### config.mk
export PLATFORM = sky130hd
export DESIGN_NAME = fb_pipeline_ctrl
export DESIGN_NICKNAME = d
export VERILOG_FILES = /design/src/rtl/fb_pipeline_ctrl.sv
export SDC_FILE = /design/constraint.sdc
export NUM_CORES = 1
export LEC_CHECK = 0
export CORE_MARGIN = 1.5
export CORE_UTILIZATION = 25
export DETAILED_ROUTE_END_ITERATION = 12
export PLACE_DENSITY_LB_ADDON = 0.15
export SLEW_MARGIN = 40
export SYNTH_ARGS = -nofsm -noshare
export SYNTH_HDL_FRONTEND = slang
export SYNTH_SLANG_ARGS = --single-unit
### constraint.sdc
create_clock -name clk -period 2.9 [get_ports clk]
set_clock_uncertainty 0.1 [all_clocks]
set_input_delay 0.87 -clock clk [delete_from_list [all_inputs] [get_ports clk]]
set_output_delay 0.87 -clock clk [all_outputs]
set_load 0.01 [all_outputs]
### src/rtl/fb_pipeline_ctrl.sv
// fb_pipeline_ctrl
// ----------------
// Stall / flush controller for a classic five-stage pipeline. It arbitrates
// between data-memory wait states, taken-branch redirects and load-use
// hazards. It produces the register load enables and clear strobes for the
// pipeline registers.
//
// Parameter
//   FLUSH_CYCLES   extra IF/ID flush cycles after a taken-branch redirect (0..3)
//
// Ports
//   clk            clock, rising edge
//   rst_n          asynchronous, active-low reset
//   lock           load-use hazard request from the hazard detection unit
//   branch_taken   branch/jump resolved taken in EX this cycle
//   mem_req        MEM stage has a data-memory access this cycle
//   mem_ready      data memory completes the access this cycle
//   pc_write       PC register load enable
//   if_id_write    IF/ID register load enable
//   if_id_flush    IF/ID register cleared to NOP
//   id_ex_flush    ID/EX register cleared to a bubble
//   ex_mem_write   EX/MEM and MEM/WB load enable
//   state          current FSM state (RUN=0, MEM_WAIT=1, FLUSH=2)
//   stall_cycles   number of cycles with pc_write low
//
// Build option
//   FB_STALL_CNT_EN  when defined, stall_cycles is a saturating counter of
//                    cycles with pc_write low. When undefined, stall_cycles
//                    is tied to zero and no counter is built.

module fb_pipeline_ctrl #(
    parameter int unsigned FLUSH_CYCLES = 1
) (
    input  logic        clk,
    input  logic        rst_n,
    input  logic        lock,
    input  logic        branch_taken,
    input  logic        mem_req,
    input  logic        mem_ready,
    output logic        pc_write,
    output logic        if_id_write,
    output logic        if_id_flush,
    output logic        id_ex_flush,
    output logic        ex_mem_write,
    output logic [1:0]  state,
    output logic [31:0] stall_cycles
);

    typedef enum logic [1:0] {
        RUN      = 2'd0,
        MEM_WAIT = 2'd1,
        FLUSH    = 2'd2
    } state_t;

    localparam logic [1:0] FLUSH_INIT = 2'(FLUSH_CYCLES);

    state_t     cur_state;
    state_t     nxt_state;
    logic [1:0] fcnt;
    logic [1:0] fcnt_nxt;

    logic freeze;
    logic redirect;
    logic bubble;

    // Decode which event owns this cycle. A pending memory access freezes
    // everything. Once memory is ready in MEM_WAIT, the cycle behaves like
    // RUN without the memory term. In FLUSH, branch and lock come from the
    // wrong path, so they are never decoded there.
    always_comb begin
        freeze   = 1'b0;
        redirect = 1'b0;
        bubble   = 1'b0;
        case (cur_state)
            RUN: begin
                freeze   = mem_req && !mem_ready;
                redirect = !freeze && branch_taken;
                bubble   = !freeze && !branch_taken && lock;
            end
            MEM_WAIT: begin
                freeze   = !mem_ready;
                redirect = mem_ready && branch_taken;
                bubble   = mem_ready && !branch_taken && lock;
            end
            FLUSH: begin
                freeze   = mem_req && !mem_ready;
            end
            default: begin
                freeze   = 1'b0;
            end
        endcase
    end

    // State register. Reset clears the flush counter, so a reset taken
    // mid-FLUSH leaves no pending flush behind.
    always_ff @(posedge clk or negedge rst_n) begin
        if (!rst_n) begin
            cur_state <= RUN;
            fcnt      <= 2'd0;
        end else begin
            cur_state <= nxt_state;
            fcnt      <= fcnt_nxt;
        end
    end

    // Next-state logic. A redirect only enters FLUSH when extra flush
    // cycles are configured. FLUSH leaves on the cycle the counter sits
    // at 1. A memory freeze inside FLUSH holds both the state and the count.
    always_comb begin
        nxt_state = cur_state;
        fcnt_nxt  = fcnt;
        case (cur_state)
            RUN, MEM_WAIT: begin
                if (freeze) begin
                    nxt_state = MEM_WAIT;
                end else if (redirect && (FLUSH_INIT != 2'd0)) begin
                    nxt_state = FLUSH;
                    fcnt_nxt  = FLUSH_INIT;
                end else begin
                    nxt_state = RUN;
                end
            end
            FLUSH: begin
                if (!freeze) begin
                    if (fcnt <= 2'd1) begin
                        nxt_state = RUN;
                        fcnt_nxt  = 2'd0;
                    end else begin
                        fcnt_nxt  = fcnt - 2'd1;
                    end
                end
            end
            default: begin
                nxt_state = RUN;
                fcnt_nxt  = 2'd0;
            end
        endcase
    end

    // Output logic. Reset forces both clears on and all enables off, so the
    // pipeline registers fill with bubbles while rst_n is low.
    always_comb begin
        pc_write     = 1'b0;
        if_id_write  = 1'b0;
        if_id_flush  = 1'b0;
        id_ex_flush  = 1'b0;
        ex_mem_write = 1'b0;
        if (!rst_n) begin
            if_id_flush  = 1'b1;
            id_ex_flush  = 1'b1;
        end else if (freeze) begin
            pc_write     = 1'b0;
        end else if (cur_state == FLUSH) begin
            pc_write     = 1'b1;
            if_id_write  = 1'b1;
            if_id_flush  = 1'b1;
            ex_mem_write = 1'b1;
        end else if (redirect) begin
            pc_write     = 1'b1;
            if_id_write  = 1'b1;
            if_id_flush  = 1'b1;
            id_ex_flush  = 1'b1;
            ex_mem_write = 1'b1;
        end else if (bubble) begin
            id_ex_flush  = 1'b1;
            ex_mem_write = 1'b1;
        end else begin
            pc_write     = 1'b1;
            if_id_write  = 1'b1;
            ex_mem_write = 1'b1;
        end
    end

    assign state = cur_state;

`ifdef FB_STALL_CNT_EN
    logic [31:0] stall_cnt;

    // Saturating count of cycles in which the PC did not advance.
    always_ff @(posedge clk or negedge rst_n) begin
        if (!rst_n) begin
            stall_cnt <= 32'd0;
        end else if (!pc_write && (stall_cnt != 32'hFFFF_FFFF)) begin
            stall_cnt <= stall_cnt + 32'd1;
        end
    end

    assign stall_cycles = stall_cnt;
`else
    assign stall_cycles = 32'd0;
`endif

endmodule

# After elaboration in Yosys (flattened, before gate mapping)
# Index checks and enable logic that the tools add are counted.
dict set report totals {
  input_bits 6
  out_inout_bits 39
  wordCells 54
  ff_bits 4
}
dict set report classes {
  muxes 29
  order_cmp 1
  eq_ne 6
  addsub 1
  n_reduce_logical 15
}
# operator count
set op_table {}
lappend op_table {{$mux 1} 16}
lappend op_table {{$mux 2} 8}
lappend op_table {{$ne 2x2->1 const B} 4}
lappend op_table {{$pmux 2 s2} 2}
lappend op_table {{$logic_and 1x1->1} 7}
lappend op_table {{$pmux 1 s2} 3}
lappend op_table {{$reduce_or 2->1} 2}
lappend op_table {{$logic_not 1->1} 3}
lappend op_table {{$reduce_and 3->1} 1}
lappend op_table {{$eq 2x1->1 const B} 1}
lappend op_table {{$eq 2x2->1 const B} 1}
lappend op_table {{$le 2x1->1 const B} 1}
lappend op_table {{$logic_not 2->1} 1}
lappend op_table {{$reduce_and 2->1} 1}
lappend op_table {{$sub 2x1->2 const B} 1}

# Longest topological paths before layout
# Gate-level depths: netlist of the first run.
dict set report logic_depth {
  word_depth 11
  depth_mapped 5
  mapped_depth_nobuf 3
}

# Worst setup path after synthesis of the first run
# No wires, ideal clock.
dict set report synth_timing {
  path_type {in2out}
  from {in mem_ready}
  to {out pc_write}
  arrival_ns 1.742
  path_stages 4
  slack_ns 0.188
  required_time_ns 1.930
  cell_sequence {o21bai_2 > nor4bb_1 > nor3b_1 > buf_4}
}
dict set report synth_via {
  elab_chain_cells 11
  elab_cells_between_ends 17
  classes_between {mux (8); reduce/logical (9)}
}
# item line
set synth_rtl {}
lappend synth_rtl {{from (decl)} 39} ;# input logic mem_ready,
lappend synth_rtl {{$logic_not 1->1} {76, 81, 86}}
lappend synth_rtl {{$logic_and 1x1->1} {76, 86}}
lappend synth_rtl {{$logic_not 1->1} {77, 78}}
lappend synth_rtl {{$logic_and 1x1->1 (2 in series)} 78} ;# bubble = !freeze && !branch_taken && lock;
lappend synth_rtl {{$pmux 1 s2} 74} ;# case (cur_state)
lappend synth_rtl {{$mux 1 (3 in series)} --}
lappend synth_rtl {{$mux 1 * (2 in series)} --}
lappend synth_rtl {{to (decl)} 40} ;# output logic pc_write,
# Mark *: on every way between the ends. The rest lies on a longest branch, timed or not.

# Worst setup path in the final report of the first run
dict set report layout_timing {
  from {in rst_n}
  to {out ex_mem_write}
}
dict set report layout_via {
  elab_chain_cells 1
}
# item line
set layout_rtl {}
lappend layout_rtl {{from (decl)} 35} ;# input logic rst_n,
lappend layout_rtl {{$mux 1} 148} ;# if (!rst_n) begin
lappend layout_rtl {{to (decl)} 44} ;# output logic ex_mem_write,
# No other way between the ends.

==> results of run 1 <==
[Yosys cell counts (all sizes together)]
master / instances
o21ai: 5
nand2b: 4
nand2: 3
conb: 1
inv: 2
o21a: 1
o21bai: 1
nor4bb: 1
o211ai: 1
a211oi: 2
nor2: 3
and2b: 1
dfrtp: 4
o31ai: 1
a21oi: 3
nor2b: 1
nor3b: 1
a21boi: 1
buf: 35
[area by class of cell]
type	instances	area (µm²)	share of cell area, %
Multi-Input combinational cell	61	324.1	50.19
Inverter	2	7.507	1.163
Timing Repair Buffer	19	157.7	24.42
Tap cell	27	33.78	5.233
Clock buffer	3	22.52	3.488
Sequential cell	4	100.1	15.50
[report_power, final]
part / switching, µW / leakage [µW] / internal [µW]
clock network: 21.1 / 0.0000138 / 46.2
logic: 49.1 / 0.000276 / 38.9
registers: 11.7 / 0.0000511 / 62.3
[how the worst min path moves through the flow]
stage / from / endpoint / slack [ns] / cells after the start
after CTS: fcnt[1] / fcnt[1] / 0.40 / 1
after global routing: fcnt[1] / fcnt[1] / 0.45 / 1
final: fcnt[1] / fcnt[1] / 0.40 / 1
after floorplan: fcnt[1] / fcnt[1] / 0.38 / 1
after detailed placement: fcnt[1] / fcnt[1] / 0.40 / 1
after global placement: fcnt[1] / fcnt[1] / 0.41 / 1
[worst max-delay path, cell delays in order]
cell and delay (ns):
clkdlybuf4s50_1 0.48, buf_4 0.13, nor2b_1 0.11, dlygate4sd2_1 0.27
[sequential cells by signal, summed over array words and instances (netlist names)]
signal / flops
fcnt: 2
state: 2
[cell usage in the layout, fill, tap and decap left out, drive strengths merged, types with 4 or more instances in the layout]
cell / Yosys / layout
clkdlybuf4s50: 0 / 4
conb: 1 / 32
o21ai: 5 / 5
buf: 35 / 10
nand2b: 4 / 4
dfrtp: 4 / 4
[per-layer routing]
metal,vias up,part of all wire [%],global-route usage [%]
li1,203,-,-
met1,185,42,8.182
met2,32,45,10.53
met3,2,12,1.786
met4,0,1.0,8.333
met5,-,0,0
[logic make-up (layout without fill, tap and decap cells)]
family	count (synthesis)	in the layout	share of synthesized area [%]
AOI/OAI and AO/OA	15	15	17.26
buffers and inverters	37	24	49.10
DFF	4	4	17.94
other	1	32	0.6720
and+or+nand+nor	14	14	15.02
[stage by stage]
stage | setup slack (ns) | power [µW] | TNS [ns] | std cells
2_1_floorplan | 0.1875 | 159.2 | 0 | 102
3_3_place_gp | -0.5082 | 164.1 | -2.182 | 113
3_5_place_dp | -0.5371 | 163.4 | -2.225 | 113
4_1_cts | 0.01206 | 229.4 | 0 | 116
5_1_grt | 0.002307 | 248.3 | 0 | 116
6_report | 0.06831 | 229.2 | 0 | 116
[repair_timing]
action / CTS / global route
resized for setup: 19 / 4
setup endpoints to repair: 5 / 3
pin swaps: 1 / 1
==> results by group, run 1 <==
Clock tree
  – Cts hold-fix bufs: 0
  – CTS tree: built
  – CTS Buf Count: 3
  – CTS sink count: 4
  – Register clock-pin slew on the reported worst setup and hold paths: 0.03 ns
  – H-tree depth: 1
  – Setup repair bufs after CTS: 0
  – Worst skew pair latency: 0.23 ns
  – CTS Buffer Depth: 2
  – Clock Tree Root: clkbuf_4

Power and ir drop
  – Power density over the cells: 355.0 nW/µm²
  – Max VDD drop: 0.1583 mV
  – Leak: between 0.0003 and 0.0004 µW

Run status
  – Outcome: completed

Yosys
  – Seq/Total Area, Yosys: 17.94%
  – Mean post-synth cell area: roughly 7.9 µm²
  – Seq cells post-synth: 4
  – Post-synth top area cell: buf_4
  – Synth warn: 0
  – Yosys cell types: 23
  – Top cell type's share of synthesized area: 45.74%
  – Mapped Cells: 71
  – Top cells by area, synth: buf_4, dfrtp_1, o21ai_1
  – Synth Cell Area: approximately 560 µm²

Placed design
  – HPWL after DPL: 765.3 µm
  – Placed Instance Area: 614.3 µm²
  – Placer Congestion: roughly 0.67
  – I/O Buffers: 12

Routing
  – 1st-iter DRT viols: 6
  – WL final: roughly 970 µm
  – Vias per inst: 3.638
  – Residual DRC: 0
  – Post-DRT Antenna Nets: 0
  – Vias after detailed routing: roughly 420
  – First-pass iteration count of the detailed router: 4
  – Routed WL per cell: 8.345 µm

Layout
  – Fill count: roughly 240
  – Area delta synth->final: 15.70%
  – Fin area: ~650 µm²
  – Share of cells above drive strength 1: between 20% and 30%
  – Fin util: 31.93%
  – N_diodes: 0
  – Nets: 97

STA
  – Final period util: 97.64%
  – Slew Viols, Final: 0
  – Final setup vio count: 0
  – Fin. Hold Viols: 0
  – WHS: 0.3977 ns
  – Final min period: 2.832 ns
  – FMAX: 353.1 MHz
  – RSZ-0062 raised after global routing: no

Worst setup path
  – Critical path peak fanout: 4
  – Worst setup path end: ex_mem_write
  – Setup CP Type: primary input to primary output
  – Critical path arrival: 1.86 ns
  – CP endpoint kind: primary output
  – Reg-to-reg startpoint: state[1]
  – Flop2flop setup slack: around 1.7 ns
  – Worst Path Required: 1.93 ns
  – CP startpoint: rst_n
  – Critical path startpoint category: primary input
  – Reg2reg path depth: 3
  – Reg2Reg Capture Point: fcnt[0]

Die
  – Initial Utilization: about 28%
  – DIE AREA: 2525 µm²
  – Die X: around 50 µm
  – I/O pins: 45
  – Core box area: around 2000 µm²
  – Die Height: 50.25 µm
  – Placement Rows: 16

Global routing
  – Vias in the first global route: 312
  – First-pass GRT wire length: 1352 µm
  – Initial antenna violation count: 0
  – Largest net degree at the start of global routing: 12
  – GR Overflow Total: 0
  – Total track usage: 7.313%

Flow run
  – Max-Cap Viols: 0

Worst hold path
  – Worst Hold Class: flip-flop to flip-flop
Power figures use the tool's default switching activity.
==> run 2: changes to the inputs <==
--- a/config.mk
+++ b/config.mk
@@ -7,8 +7,10 @@
 export LEC_CHECK = 0
 export CORE_MARGIN = 1.5
 export CORE_UTILIZATION = 25
+export CTS_BUF_LIST = sky130_fd_sc_hd__clkbuf_4 sky130_fd_sc_hd__clkbuf_8
 export DETAILED_ROUTE_END_ITERATION = 12
 export PLACE_DENSITY_LB_ADDON = 0.15
+export SKIP_LAST_GASP = 1
 export SLEW_MARGIN = 40
 export SYNTH_ARGS = -nofsm -noshare
 export SYNTH_HDL_FRONTEND = slang
==> results of run 2 <==
No change in the layout: final DEF, timing and power equal those of run 1.
==> patch (flow settings as in run 2) <==
The option `FB_STALL_CNT_EN` is turned on by a define.
--- a/src/rtl/fb_pipeline_ctrl.sv
+++ b/src/rtl/fb_pipeline_ctrl.sv
@@ -27,6 +27,8 @@
 //   FB_STALL_CNT_EN  when defined, stall_cycles is a saturating counter of
 //                    cycles with pc_write low. When undefined, stall_cycles
 //                    is tied to zero and no counter is built.
+
+`define FB_STALL_CNT_EN
 
 module fb_pipeline_ctrl #(
     parameter int unsigned FLUSH_CYCLES = 1
Behaviour: not the same (a bounded check fails within 4 cycles, from zero or initial values and one cycle with rst_n low).
==> patch against run 2 <==
Worst setup slack better by 0.034 ns. Area after synthesis rose to 3.3 times the old value. Final area rose to 3.9 times the old value. Critical path type unchanged. Routed wire length rose to 4.5 times the old value. Final cell count rose to 2.9 times the old value. Sequential cell count up 32. Power rose to 5.9 times the old value. Register-to-register slack worse by 0.99 ns. Largest power group is now registers. Critical endpoint is now if_id_write.
==> patch: results <==
set metrics [dict create \
    synth_area_leaders "dfrtp_1 49%, xnor2_1 12%, nand3_1 4.7%, nand4_1 3.4%, and3_1 3.1%" \
    wirelength_mm 4.33 \
    crit_path_top_delay_cell "a221oi_4" \
    clkbuf_count 6 \
    place_area_um2 2460 \
    yosysSeqAreaShare 0.493 \
    ctsResizeCount 20 \
    first_global_vias 1492 \
    grt_max_degree 37 \
    powerDensity_nw_per_um2 535 \
    dp_slack_ns -0.541 \
    status "finished clean" \
    viasPerCell 4.39 \
    htreeDepth 2 \
    buf_share 0.201 \
    p_seq_mw 0.640 \
    seq_area_frac 0.355 \
    synth_cell_types 36 \
    clock_area_frac 0.0364 \
    seqCellArea_um2 901 \
    path_delay_family "compound AO/OA/AOI/OAI gates" \
    hpwl_mm 3.22 \
    drtIter0Drc 79 \
    fin_nets 247 \
    io_buffer_count 44 \
]
==> patch: cell count changes after synthesis, moves of 5 or more <==
cell,before,now
nand3_1,0,17
inv_1,1,6
buf_4,34,1
dfrtp_1,4,36
and3_1,0,9
nand2_1,3,13
xnor2_1,0,26
nor2_1,3,14
nand4_1,0,10
==> patch: path summary, 6_finish.rpt <==
path	start	endpoint	slack (ns)	depth (start not counted)
max in group asynchronous	rst_n	stall_cycles[9]	1.73	3
hold reg to reg	stall_cycles[31]	stall_cycles[31]	0.40	1
setup / recovery	mem_req	if_id_write	0.10	4
min in group asynchronous	rst_n	fcnt[0]	0.65	3
setup reg to reg	stall_cycles[10]	stall_cycles[25]	0.71	5
hold / removal	stall_cycles[31]	stall_cycles[31]	0.40	1
==> patch: routing by layer <==
| layer | global-route usage | vias up |
|---|---|---|
| met5 | 0 | - |
| met4 | 0.0298 | 0 |
| met3 | 0.0317 | 2 |
| met2 | 0.189 | 28 |
| met1 | 0.178 | 694 |
| li1 | - | 757 |
